[src/rtl/pipeline_ctrl.sv]
// Stall/flush sequencer for the PC/IF/ID/EX/MEM/WB pipeline. It merges stall requests,
// sequences exception, ertn, branch and idle flushes, and drives the single redirect to the PC stage.
module pipeline_ctrl #(
  parameter int ADDR_W       = 32,
  parameter int FLUSH_CYCLES = 2
) (
  input  logic              clk,
  input  logic              rst,
  input  logic [5:0]        stallreq_i,
  input  logic              branch_i,
  input  logic [ADDR_W-1:0] branch_target_i,
  input  logic              excp_i,
  input  logic [ADDR_W-1:0] excp_entry_i,
  input  logic              ertn_i,
  input  logic [ADDR_W-1:0] ertn_target_i,
  input  logic              idle_i,
  input  logic [ADDR_W-1:0] idle_pc_i,
  input  logic              int_pending_i,
  output logic [5:0]        stall_o,
  output logic [5:0]        flush_o,
  output logic              redirect_o,
  output logic [ADDR_W-1:0] redirect_pc_o,
  output logic              busy_o
);

  localparam int CNT_W = (FLUSH_CYCLES > 1) ? $clog2(FLUSH_CYCLES) : 1;
  localparam logic [5:0] FLUSH_ALL   = 6'h3F;
  localparam logic [5:0] FLUSH_FRONT = 6'b000110;
  localparam logic [5:0] FLUSH_ID    = 6'b000100;

  typedef enum logic [1:0] {RUN, FLUSH, IDLE, WAKE} state_t;

  state_t            state_p1, state_nxt;
  logic [CNT_W-1:0]  cnt_p1, cnt_nxt;
  logic [5:0]        flush_p1, flush_nxt;
  logic              redirect_p1, redirect_nxt;
  logic [ADDR_W-1:0] redirect_pc_p1, redirect_pc_nxt;
  logic              br_pend_p1, br_pend_nxt;
  logic [ADDR_W-1:0] br_tgt_p1, br_tgt_nxt;
  logic [ADDR_W-1:0] wake_pc_p1, wake_pc_nxt;
  logic              br_vld;
  logic [ADDR_W-1:0] br_tgt;

  // Stage i must hold whenever it or any later stage requests a stall.
  function automatic logic [5:0] stall_merge(input logic [5:0] req);
    logic [5:0] s;
    s = '0;
    for (int i = 0; i < 6; i++) begin
      s[i] = |(req >> i);
    end
    return s;
  endfunction

  assign br_vld = branch_i | br_pend_p1;
  assign br_tgt = branch_i ? branch_target_i : br_tgt_p1;

  always_comb begin
    state_nxt       = state_p1;
    cnt_nxt         = cnt_p1;
    flush_nxt       = '0;
    redirect_nxt    = 1'b0;
    redirect_pc_nxt = redirect_pc_p1;
    br_pend_nxt     = br_pend_p1;
    br_tgt_nxt      = br_tgt_p1;
    wake_pc_nxt     = wake_pc_p1;
    case (state_p1)
      RUN: begin
        if (excp_i || ertn_i) begin
          state_nxt       = FLUSH;
          cnt_nxt         = CNT_W'(FLUSH_CYCLES - 1);
          flush_nxt       = FLUSH_ALL;
          redirect_nxt    = 1'b1;
          redirect_pc_nxt = excp_i ? excp_entry_i : ertn_target_i;
          br_pend_nxt     = 1'b0;
        end else if (idle_i) begin
          state_nxt   = IDLE;
          wake_pc_nxt = idle_pc_i + ADDR_W'(4);
          flush_nxt   = FLUSH_FRONT;
          br_pend_nxt = 1'b0;
        end else if (br_vld) begin
          // A stalled back end (or a redirect already in flight) parks the branch.
          if ((|stallreq_i[5:3]) || redirect_p1) begin
            br_pend_nxt = 1'b1;
            br_tgt_nxt  = br_tgt;
          end else begin
            br_pend_nxt     = 1'b0;
            flush_nxt       = FLUSH_FRONT;
            redirect_nxt    = 1'b1;
            redirect_pc_nxt = br_tgt;
          end
        end
      end
      FLUSH: begin
        if (excp_i) begin
          cnt_nxt         = CNT_W'(FLUSH_CYCLES - 1);
          flush_nxt       = FLUSH_ALL;
          redirect_nxt    = 1'b1;
          redirect_pc_nxt = excp_entry_i;
        end else if (cnt_p1 == '0) begin
          state_nxt = RUN;
        end else begin
          cnt_nxt   = cnt_p1 - CNT_W'(1);
          flush_nxt = FLUSH_ALL;
        end
      end
      IDLE: begin
        if (excp_i) begin
          state_nxt       = FLUSH;
          cnt_nxt         = CNT_W'(FLUSH_CYCLES - 1);
          flush_nxt       = FLUSH_ALL;
          redirect_nxt    = 1'b1;
          redirect_pc_nxt = excp_entry_i;
        end else if (int_pending_i) begin
          state_nxt       = WAKE;
          redirect_nxt    = 1'b1;
          redirect_pc_nxt = wake_pc_p1;
        end else begin
          flush_nxt = FLUSH_ID;
        end
      end
      default: begin
        state_nxt = RUN;
      end
    endcase
  end

  // Registered control: one cycle from sampled event to flush/redirect.
  always_ff @(posedge clk) begin
    if (rst) begin
      state_p1       <= RUN;
      cnt_p1         <= '0;
      flush_p1       <= '0;
      redirect_p1    <= 1'b0;
      redirect_pc_p1 <= '0;
      br_pend_p1     <= 1'b0;
    end else begin
      state_p1       <= state_nxt;
      cnt_p1         <= cnt_nxt;
      flush_p1       <= flush_nxt;
      redirect_p1    <= redirect_nxt;
      redirect_pc_p1 <= redirect_pc_nxt;
      br_pend_p1     <= br_pend_nxt;
    end
  end

  always_ff @(posedge clk) begin
    br_tgt_p1  <= br_tgt_nxt;
    wake_pc_p1 <= wake_pc_nxt;
  end

  always_comb begin
    stall_o = '0;
    case (state_p1)
      RUN:     stall_o = stall_merge(stallreq_i) & ~flush_p1;
      IDLE:    stall_o = 6'b000011;
      default: stall_o = '0;
    endcase
  end

  assign flush_o       = flush_p1;
  assign redirect_o    = redirect_p1;
  assign redirect_pc_o = redirect_pc_p1;
  assign busy_o        = (state_p1 != RUN);

endmodule

[config.mk]
export PLATFORM = sky130hd
export DESIGN_NAME = pipeline_ctrl
export DESIGN_NICKNAME = d
export VERILOG_FILES = /design/src/rtl/pipeline_ctrl.sv
export SDC_FILE = /design/constraint.sdc
export NUM_CORES = 1
export LEC_CHECK = 0
export CORE_MARGIN = 1.5
export CORE_UTILIZATION = 38
export CTS_CLUSTER_SIZE = 8
export DETAILED_ROUTE_END_ITERATION = 10
export GPL_TIMING_DRIVEN = 1
export PLACE_DENSITY_LB_ADDON = 0.2
export SYNTH_ARGS = -nofsm -noshare
export SYNTH_HDL_FRONTEND = slang
export SYNTH_SLANG_ARGS = --single-unit
[constraint.sdc]
create_clock -name clk -period 10.1 [get_ports clk]
set_input_delay 1.01 -clock clk [delete_from_list [all_inputs] [get_ports clk]]
set_output_delay 1.01 -clock clk [all_outputs]
set_load 0.01 [all_outputs]
==> flow_metrics.tcl <==
set metrics [dict create \
    wl_met3_um 1180 \
    synthSimpleGateAreaFrac_pct 14.5 \
    fin_crit_ns 3.99 \
    die_w_um 127 \
    synth_compound_area_share_pct 23.2 \
    powerDensity_mw_per_mm2 220 \
    cap_violations 0 \
    crit_path_max_incr_delay_ns 0.47 \
    synth_edf_count 64 \
    required_ns 9.09 \
    fill_cells 1312 \
    final_util_pct 53.8 \
    rows 45 \
    synth-xor-area-share_pct 4.17 \
    fin_area_mm2 0.00815 \
    placed_cell_area_mm2 0.00783 \
    firstDrtPassIters 5 \
    finalClockSkew_ns 0.00657 \
    synthTopCellsByArea "edfxtp_1, dfxtp_1, mux2_2" \
    worstPathCellList "clkdlybuf4s50_1 -> or3_1 -> or3_1 -> a31o_2 -> clkdlybuf4s50_1" \
    fmax_ghz 0.251 \
    vias 5171 \
    p_leak_nw 2.82 \
    post_cts_resized 0 \
    io_pins 187 \
    met2_wirelength_um 8430 \
    postCtsSetupRepairBufs 0 \
    worstSetupPathType "primary input to output port" \
    synthMuxAreaShare_pct 6.12 \
    cts_root_buf "clkbuf_16" \
    area_delta_synth_final_pct 38.5 \
    gp_congestion 0.934 \
    routed_wl_um 18500 \
    synth_top_cell_area_share_pct 32.6 \
    grt_pass1_vias 4996 \
    synthCells 530 \
    arrival_ns 2.98 \
    slew_headroom_pct 21.0 \
    synth_area_mm2 0.00589 \
    synth.most_common_cell "edfxtp_1" \
    outcome "completed" \
    numClockSinks 104 \
    wl_met1_um 8500 \
    cts_buffer_depth 2 \
    antenna_found_initial 0 \
    topRoutingLayerUsed "met4" \
    hold_viol_final 0 \
    vias_per_cell 5.91 \
    io_buffers 186 \
    fin_setup_tns_ns 0 \
    initial_utilization_pct 38.9 \
    ys_async_sr_fraction_pct 0 \
    fin_crit_sh_pct 39.5 \
    synthAdderAreaFrac_pct 1.06 \
    worst_pin_slew_ns 1.19 \
    drive_gt1_share_pct 13.2 \
    drcViolationCount 0 \
    setup-violations-final 0 \
    whs_ns 0.513 \
    synth-main-ff-cell "edfxtp_1" \
    grtUsageTotal_pct 22.4 \
    crit_family "buffers and inverters" \
    clkSlewWorstSetupHoldPaths_ns 0.07 \
    path_buf_inv 2 \
    yosys_warnings 0 \
    crit_fanout 4 \
    wl_per_cell_um 21.2 \
    diodes 0 \
    grt_setup_unrepaired "no" \
    core_area_mm2 0.0151 \
    ys_ff_latch 104 \
    htreeDepth 3 \
    initialDrtViolationCount 546 \
    grt_overflow 0 \
    netlist_top_cells_count "edfxtp_1, clkbuf_1, dfxtp_1" \
    syn_avg_cell_area_um2 11.1 \
    synth_largest_area_cell "edfxtp_1" \
    clock_latency_ns 0.35 \
    slowest_stage "clkdlybuf4s50_1" \
    die_h_um 127 \
    hold_path.class "register to register" \
    synth_top_family_by_area "compound AO/OA/AOI/OAI gates" \
    syn_nets 676 \
    grt_pass1_wl_um 28200 \
    final_nets 828 \
    cts_hold_buf 0 \
    synth.distinct_cells 51 \
    seq_area_mm2 0.00272 \
    start_kind "primary input" \
    final_max_slew_viol_count 0 \
    cts_tree "yes" \
    critPathCaptureType "output port" \
    ir_drop_mv 0.110 \
    grt_start_max_net_pins 65 \
    ant_nets 0 \
    dieArea_mm2 0.0162 \
    synth_seq_area_share_pct 46.2 \
    cts_inserted_buffers 9 \
    multi_input_area_mm2 0.00292 \
    dpl.hpwl_um 13300 \
]
-- tightest hold or removal path: stages (launching register included) --
cell and delay, ns:
dfxtp_1 0.31, o211ai_1 0.08, o41ai_1 0.07
-- flip-flops by register name, indices dropped and copies added, names as in the netlist --
| name | cells |
|---|---|
| wake_pc_p1 | 32 |
| br_tgt_p1 | 32 |
| flush_o | 3 |
| redirect_pc_o | 32 |
| cnt_p1 | 1 |
| state_p1 | 2 |
| redirect_o | 1 |
| br_pend_p1 | 1 |
-- metal layers --
layer  vias up  global-route usage (%)
met2       251                    34.9
met1      2472                    32.1
met3        29                    3.14
met4         0                    7.29
met5         -                       0
li1       2419                       -
-- worst paths after layout --
kind                                        from                             end  slack, ns  cells after the start
setup / recovery                   stallreq_i[5]                      stall_o[1]       6.11                      5
hold / removal    redirect_pc_o[16]$_SDFFE_PP0P_  redirect_pc_o[16]$_SDFFE_PP0P_       0.51                      2
setup reg to reg        state_p1[0]$_SDFFE_PP0P_  redirect_pc_o[12]$_SDFFE_PP0P_       7.30                      6
hold reg to reg   redirect_pc_o[16]$_SDFFE_PP0P_  redirect_pc_o[16]$_SDFFE_PP0P_       0.51                      2
-- kinds of logic after synthesis --
family	after synthesis
multiplexers	32
XOR/XNOR	28
buffers and inverters	63
AO/OA/AOI/OAI	149
adder cells (fa/ha/maj)	5
flip-flops	104
AND/OR/NAND/NOR	149
-- through the flow --
stage                     total power, mW  cells  worst slack, ns
after floorplan                      1.08    530             4.45
after global routing                 1.88    875             6.05
after detailed placement             1.41    859             6.12
after CTS                            1.79    875             6.11
after global placement               1.39    859             6.17
final                                1.79    875             6.11
-- where the power goes --
part | total [mW] | internal, mW | switching (mW)
Combinational | 0.841 | 0.393 | 0.448
Sequential | 0.574 | 0.529 | 0.0449
Clock | 0.380 | 0.224 | 0.156
-- layout by cell type, fill, tap and decap left out, types with 3 or more instances in the layout --
| cell type | count |
|---|---|
| clkdlybuf4s50_1 | 184 |
| o21ai_0 | 4 |
| edfxtp_1 | 64 |
| ha_1 | 5 |
| buf_4 | 8 |
| a221oi_1 | 32 |
| nand2_1 | 13 |
| nand2b_1 | 5 |
| nor2b_1 | 33 |
| nand4_1 | 7 |
| o41ai_2 | 18 |
| or3_1 | 28 |
| a21oi_1 | 3 |
| dfxtp_1 | 40 |
| o211ai_1 | 33 |
| nor3_1 | 6 |
| a21bo_2 | 5 |
| xnor2_1 | 20 |
| nand3_1 | 12 |
| clkbuf_16 | 9 |
| xor2_1 | 8 |
| mux2_2 | 32 |
| o32ai_1 | 31 |
| and3_1 | 6 |
| inv_1 | 9 |
| nor4_1 | 6 |
| nor2_1 | 19 |
| o41ai_1 | 9 |
-- cell type report --
type                    count  share of cell area [%]
repair buffers            194                    23.5
flip-flops and latches    104                    33.4
clock inverters             5                   0.998
clock buffers              11                    2.98
multi-input cells         363                    35.8
inverters                  10                   0.460
well taps                 188                    2.89
(Power assumes the default switching activity.)
